### src/rtl/ram512x1s_fifo_ctrl_pkg.sv
// Parameters shared by the RAM512X1S-based wrappers, and the cycle-mode
// encoding used by the FIFO controller.
package ram512x1s_fifo_ctrl_pkg;

    localparam int RAM_DEPTH = 512;
    localparam int RAM_AW    = 9;
    localparam int LVL_W     = 10;

    typedef enum logic [1:0] {
        MODE_READ   = 2'd0,
        MODE_BYPASS = 2'd1,
        MODE_WRITE  = 2'd2
    } mode_e;

endpackage

### src/rtl/ram512x1s_fifo_ctrl.sv
// 513-entry first-word-fall-through FIFO built from a single-address RAM512X1S bank
// plus a one-entry output register that absorbs the read/write address conflict.
module ram512x1s_fifo_ctrl
    import ram512x1s_fifo_ctrl_pkg::*;
#(
    parameter int unsigned WIDTH = 1
) (
    input  logic              CLK,
    input  logic              RST_N,
    input  logic              CLR,
    input  logic              IN_VLD,
    output logic              IN_RDY,
    input  logic [WIDTH-1:0]  IN_DATA,
    output logic              OUT_VLD,
    input  logic              OUT_RDY,
    output logic [WIDTH-1:0]  OUT_DATA,
    output logic              RAM_WE,
    output logic [RAM_AW-1:0] RAM_A,
    output logic [WIDTH-1:0]  RAM_D,
    input  logic [WIDTH-1:0]  RAM_O,
    output logic [LVL_W-1:0]  LEVEL
);

    logic [RAM_AW-1:0] rd_ptr;
    logic [RAM_AW-1:0] wr_ptr;
    logic [LVL_W-1:0]  lvl;
    logic              out_vld;
    logic [WIDTH-1:0]  out_data;

    logic  pop;
    logic  slot_free;
    logic  ram_empty;
    logic  ram_full;
    mode_e mode;

    assign pop       = out_vld & OUT_RDY;
    assign slot_free = !out_vld | pop;
    assign ram_empty = (lvl == '0);
    assign ram_full  = (lvl == LVL_W'(RAM_DEPTH));

    // Reading the RAM has priority over accepting input so the output slot
    // always refills from the oldest stored word first.
    always_comb begin
        mode   = MODE_WRITE;
        IN_RDY = 1'b0;
        RAM_WE = 1'b0;
        RAM_A  = rd_ptr;
        if (slot_free) begin
            mode = ram_empty ? MODE_BYPASS : MODE_READ;
        end
        if (mode == MODE_WRITE) begin
            RAM_A = wr_ptr;
        end
        if (RST_N && !CLR) begin
            case (mode)
                MODE_BYPASS: IN_RDY = 1'b1;
                MODE_WRITE: begin
                    IN_RDY = !ram_full;
                    RAM_WE = IN_VLD & !ram_full;
                end
                default: IN_RDY = 1'b0;
            endcase
        end
    end

    always_ff @(posedge CLK or negedge RST_N) begin
        if (!RST_N) begin
            rd_ptr   <= '0;
            wr_ptr   <= '0;
            lvl      <= '0;
            out_vld  <= 1'b0;
            out_data <= '0;
        end else if (CLR) begin
            rd_ptr  <= '0;
            wr_ptr  <= '0;
            lvl     <= '0;
            out_vld <= 1'b0;
        end else begin
            case (mode)
                MODE_READ: begin
                    out_data <= RAM_O;
                    out_vld  <= 1'b1;
                    rd_ptr   <= rd_ptr + RAM_AW'(1);
                    lvl      <= lvl - LVL_W'(1);
                end
                MODE_BYPASS: begin
                    out_vld <= IN_VLD;
                    if (IN_VLD) begin
                        out_data <= IN_DATA;
                    end
                end
                default: begin
                    if (RAM_WE) begin
                        wr_ptr <= wr_ptr + RAM_AW'(1);
                        lvl    <= lvl + LVL_W'(1);
                    end
                end
            endcase
        end
    end

    assign OUT_VLD  = out_vld;
    assign OUT_DATA = out_data;
    assign RAM_D    = IN_DATA;
    assign LEVEL    = lvl;

endmodule

### config.mk
export PLATFORM = sky130hd
export DESIGN_NAME = ram512x1s_fifo_ctrl
export DESIGN_NICKNAME = d
export VERILOG_FILES = /design/src/rtl/ram512x1s_fifo_ctrl_pkg.sv /design/src/rtl/ram512x1s_fifo_ctrl.sv
export SDC_FILE = /design/constraint.sdc
export NUM_CORES = 1
export LEC_CHECK = 0
export CAP_MARGIN = 10
export CORE_MARGIN = 4
export CORE_UTILIZATION = 54
export CTS_CLUSTER_SIZE = 10
export DETAILED_ROUTE_END_ITERATION = 7
export PLACE_DENSITY = 0.83
export SYNTH_ARGS = -nofsm -noshare
export SYNTH_HDL_FRONTEND = slang
export SYNTH_SLANG_ARGS = --single-unit
### constraint.sdc
create_clock -name CLK -period 3.7 [get_ports CLK]
set_clock_uncertainty 0.2 [all_clocks]
set_input_delay 1.11 -clock CLK [delete_from_list [all_inputs] [get_ports CLK]]
set_output_delay 1.11 -clock CLK [all_outputs]
set_load 0.02 [all_outputs]
==> results.md <==
Power and ir drop:
- The power per standard cell area is slightly above 700 nW/µm².
- Net switching is 41.14% of the power.
- In this run the static leakage power is approximately 1.2 nW.
- IR analysis of the VDD net gives a maximum drop of around 0.00053 V.
- For this design the total switching power over the nets is ~750 µW.
- The proportion of power drawn by combinational gates is between 60% and 70%.
- The sequential group share of total power is between 20% and 30%.
- Cell internal power was estimated by the tool at 1.080 mW.
- The share of power burned in the clock network is a little over an eighth.

Timing:
- The hold slack is approximately 0.30 ns.
- The part of the cycle the worst path needs is a little over nine tenths.
- The final setup violation count is 0.
- Setup repair after global routing could not meet its margin everywhere.
- Once routing completed, OpenROAD measured the worst setup slack at roughly 0.06 ns.
- Static timing analysis puts the maximum clock frequency at approximately 0.27 GHz.
- Measured against its own limit, the worst slew margin works out to about 57%.
- The worst path needs roughly 3.6 ns of the cycle, external delays included.
- The slew at the pin with the worst max-slew slack is between 0.6 and 0.7 ns.
- The count of final hold-check violations is 0.
- The total count of max-transition violations in the final report is 0.

Setup path:
- The slack of the worst reg-to-reg path is 0.65 ns.
- Along the worst path, the maximum fanout reaches 2.
- The worst reg2reg path depth is 11.
- At the worst endpoint, the arrival time is 2.33 ns.
- The worst setup path is captured at an output pin.
- The worst setup path category is in -> out.
- The critical register-to-register path startpoint is LEVEL[1].
- STA puts the critical path data required time at around 2.4 ns.
- The kind of start point of the critical path is an input pin.
- The terminus of the critical flop-to-flop path is LEVEL[7].

Route:
- After detailed routing, the number of vias per cell comes to about 5.6.
- The first detailed-routing pass took 4 iterations.
- The count of nets left with antenna violations once routing finished came out at 0.
- For this block, the routed nets add up to slightly below 5000 µm of wire.
- The detailed router finished its first iteration with ~160 violations.
- The wire length per cell after detailed routing is between 10 and 15 µm.
- For this run, design rule violations remaining after detail routing come to 0.
- Across all layers, the routed design uses about 1900 vias.

Clock network:
- The CTS tree is yes.
- Clock-pin slew was measured on the worst setup and hold paths at approximately 0.070 ns.
- The clock passes through at most 2 buffers.
- The number of clock sinks is 30.
- The post-CTS setup buffer count is 0.
- The number of clock buffers added by TritonCTS is 5.
- The count of H-tree levels built during CTS is 2.
- The clock tree root driver cell is sky130_fd_sc_hd__clkbuf_8.
- The clock reaches the later pin of the worst-skew pair after between 0.2 and 0.3 ns.

Synth:
- In this run the biggest area consumer among cell types represents 37.69% of the synthesized area.
- The most common cell in the netlist is sky130_fd_sc_hd__nand2_1.
- The flop and latch count out of synthesis is 30.
- After synthesis, the netlist uses 43 different library cells.
- The commonest cells after synthesis are 45 x sky130_fd_sc_hd__nand2_1, 30 x sky130_fd_sc_hd__dfrtp_1, 22 x sky130_fd_sc_hd__nor2_1.
- The top flip-flop cell by instance count after synthesis is sky130_fd_sc_hd__dfrtp_1.
- The fraction of registers with async set or reset after synthesis is 100.0%.
- The synthesized area is between 1500 and 2000 µm².
- In this run, synthesis inferred 0 flip-flops with an integrated enable.
- Sequential elements use 37.69% of the synthesized area.
- The cell type with the highest aggregate area in the netlist is sky130_fd_sc_hd__dfrtp_1.
- The count of synthesis-stage warnings from yosys is 0.
- A synthesized cell averages between 8 and 9 µm².
- Ranked by total cell area, the synthesized netlist is headed by sky130_fd_sc_hd__dfrtp_1 38%, sky130_fd_sc_hd__nand2_1 8.5%, sky130_fd_sc_hd__ha_1 6.3%.
- The synthesized net count is 244.
- Synthesis produced a netlist whose cell count is 226.

Floorplanning:
- The starting utilization of the core area is 57.87%.
- The height of the die is ~69 µm.
- The boundary pin count is 31.
- The floorplan step defined a die boundary enclosing about 4700 µm².
- The number of rows created at floorplan is 21.
- The floorplan step defined a core boundary enclosing 3442 µm².
- Measured along the x axis, the die boundary spans ~70 µm.

Min path:
- The instance count along the most critical hold path is 2.
- The class of the most critical hold timing path is reg -> reg.
- The worst hold path begins at OUT_DATA.
- The worst min-delay path endpoint is OUT_DATA.

Global route:
- The number of global-route vias before repair is 1818.
- The first global-routing pass estimated around 8000 µm of wire.
- The global routing usage summed across all routing layers is between 20% and 30%.
- The initial antenna violation count is 0.
- Entering global routing, the biggest net connects 31 pins.
- The global-route congestion overflow total is 0.

Place:
- Routability-driven placement finished with a final weighted congestion of between 0.8 and 0.9.
- The total of buffers placed on input and output ports is 30.
- OpenSTA, run right after detailed placement, puts the worst setup slack at -0.3112 ns.
- The wire-length estimate of the detail-placed layout is 3538 µm.
- In this run the cell area measured after placement is roughly 2500 µm².

Finish:
- The number of antenna diodes in the final layout is 0.
- For this run, the post-layout net count is 300.
- The finished cells cover 2580 µm².
- Compared with the post-synthesis result, the final layout area differs by 29.52%.
- In the final layout, the share of cells above drive strength 1 is between 10% and 20%.
- The filler cell count in the final layout is about 270.

Run status:
- The flow ran to the end, and the final reports show no timing, DRC or antenna violations.

Run:
- Max-cap violations in this run came to 0.
==> worst max-delay path: stages <==
cell and delay (ns):
sky130_fd_sc_hd__clkdlybuf4s50_1 0.47, sky130_fd_sc_hd__nor2b_1 0.17, sky130_fd_sc_hd__and3_4 0.22, sky130_fd_sc_hd__o21ai_4 0.06, sky130_fd_sc_hd__inv_2 0.05, sky130_fd_sc_hd__clkdlybuf4s15_2 0.25
==> what timing repair did <==
item	4_1_cts	5_1_grt
gates resized for setup	13	17
hold endpoints to repair	0	0
endpoints found under the setup margin	11	16
hold buffers	0	0
==> cell type report <==
cell class / instances / area, µm² / share of cell area (%)
flip-flops and latches: 30 / 750.7 / 29.10
multi-input cells: 181 / 1177 / 45.64
repair buffers: 57 / 491.7 / 19.06
clock buffers: 7 / 76.32 / 2.958
inverters: 7 / 26.28 / 1.018
well taps: 46 / 57.56 / 2.231
==> sequential cells by signal, summed over array words and instances (netlist names) <==
signal	cells
rd_ptr	9
wr_ptr	9
OUT_DATA	1
OUT_VLD	1
LEVEL	10
==> cells in the final DEF (no fill, tap or decap), types with 2 or more instances in the layout <==
master	count
sky130_fd_sc_hd__clkdlybuf4s50_1	19
sky130_fd_sc_hd__nand2_1	45
sky130_fd_sc_hd__xor2_1	10
sky130_fd_sc_hd__dfrtp_1	30
sky130_fd_sc_hd__clkbuf_2	5
sky130_fd_sc_hd__mux2i_1	10
sky130_fd_sc_hd__a21o_1	3
sky130_fd_sc_hd__or2_2	2
sky130_fd_sc_hd__and3_1	5
sky130_fd_sc_hd__nor2b_1	4
sky130_fd_sc_hd__nand3b_1	3
sky130_fd_sc_hd__inv_1	5
sky130_fd_sc_hd__nor3_1	5
sky130_fd_sc_hd__inv_2	2
sky130_fd_sc_hd__buf_4	26
sky130_fd_sc_hd__clkbuf_1	2
sky130_fd_sc_hd__ha_1	10
sky130_fd_sc_hd__nand4_1	10
sky130_fd_sc_hd__a31oi_1	3
sky130_fd_sc_hd__nor2_1	22
sky130_fd_sc_hd__xnor2_1	7
sky130_fd_sc_hd__clkdlybuf4s15_1	5
sky130_fd_sc_hd__a21oi_1	8
sky130_fd_sc_hd__clkbuf_8	5
sky130_fd_sc_hd__o21ai_0	14
==> how the worst max path moves through the flow <==
stage | from | end | slack (ns) | cells after the start
after detailed placement | RST_N | RAM_WE | -0.31 | 6
after floorplan | OUT_RDY | LEVEL[9] | 0.15 | 10
after global placement | RST_N | RAM_WE | -0.29 | 6
after CTS | RST_N | RAM_WE | 0.02 | 6
final | RST_N | RAM_WE | 0.06 | 6
after global routing | OUT_RDY | RAM_A[3] | -0.02 | 6
==> routing by layer <==
layer / vias up / global-route usage, % / part of all wire [%]
li1: 905 / - / -
met1: 887 / 29.62 / 45
met2: 53 / 40.05 / 48
met3: 6 / 4.214 / 5.7
met4: 0 / 4.866 / 1.2
met5: - / 0 / 0
==> power groups by stage <==
stage / combinational [mW] / sequential [mW] / clock (mW)
final: 1.13 / 0.459 / 0.242
after global placement: 1.09 / 0.458 / 0
after CTS: 1.13 / 0.456 / 0.245
after floorplan: 0.666 / 0.504 / 0
after detailed placement: 1.13 / 0.462 / 0
after global routing: 1.24 / 0.467 / 0.260
==> kinds of logic after synthesis <==
family | after synthesis | synth area share [%]
muxes | 10 | 5.025
AOI/OAI and AO/OA | 38 | 13.82
and+or+nand+nor | 105 | 25.25
adders and majority gates | 11 | 7.286
xor gates and xnor gates | 17 | 7.475
DFF | 30 | 37.69
buffers and inverters | 15 | 3.454
==> metrics by stage <==
stage,util [%],setup TNS [ns],cells,power [mW]
global placement,73.28,-2.881,321,1.550
floorplan,-,0,226,1.170
global route,74.95,-0.02737,328,1.972
CTS,75.17,0,328,1.830
finish,74.95,0,328,1.834
detailed placement,73.28,-3.111,321,1.587
Note: power is estimated with default switching activity, not from simulation.
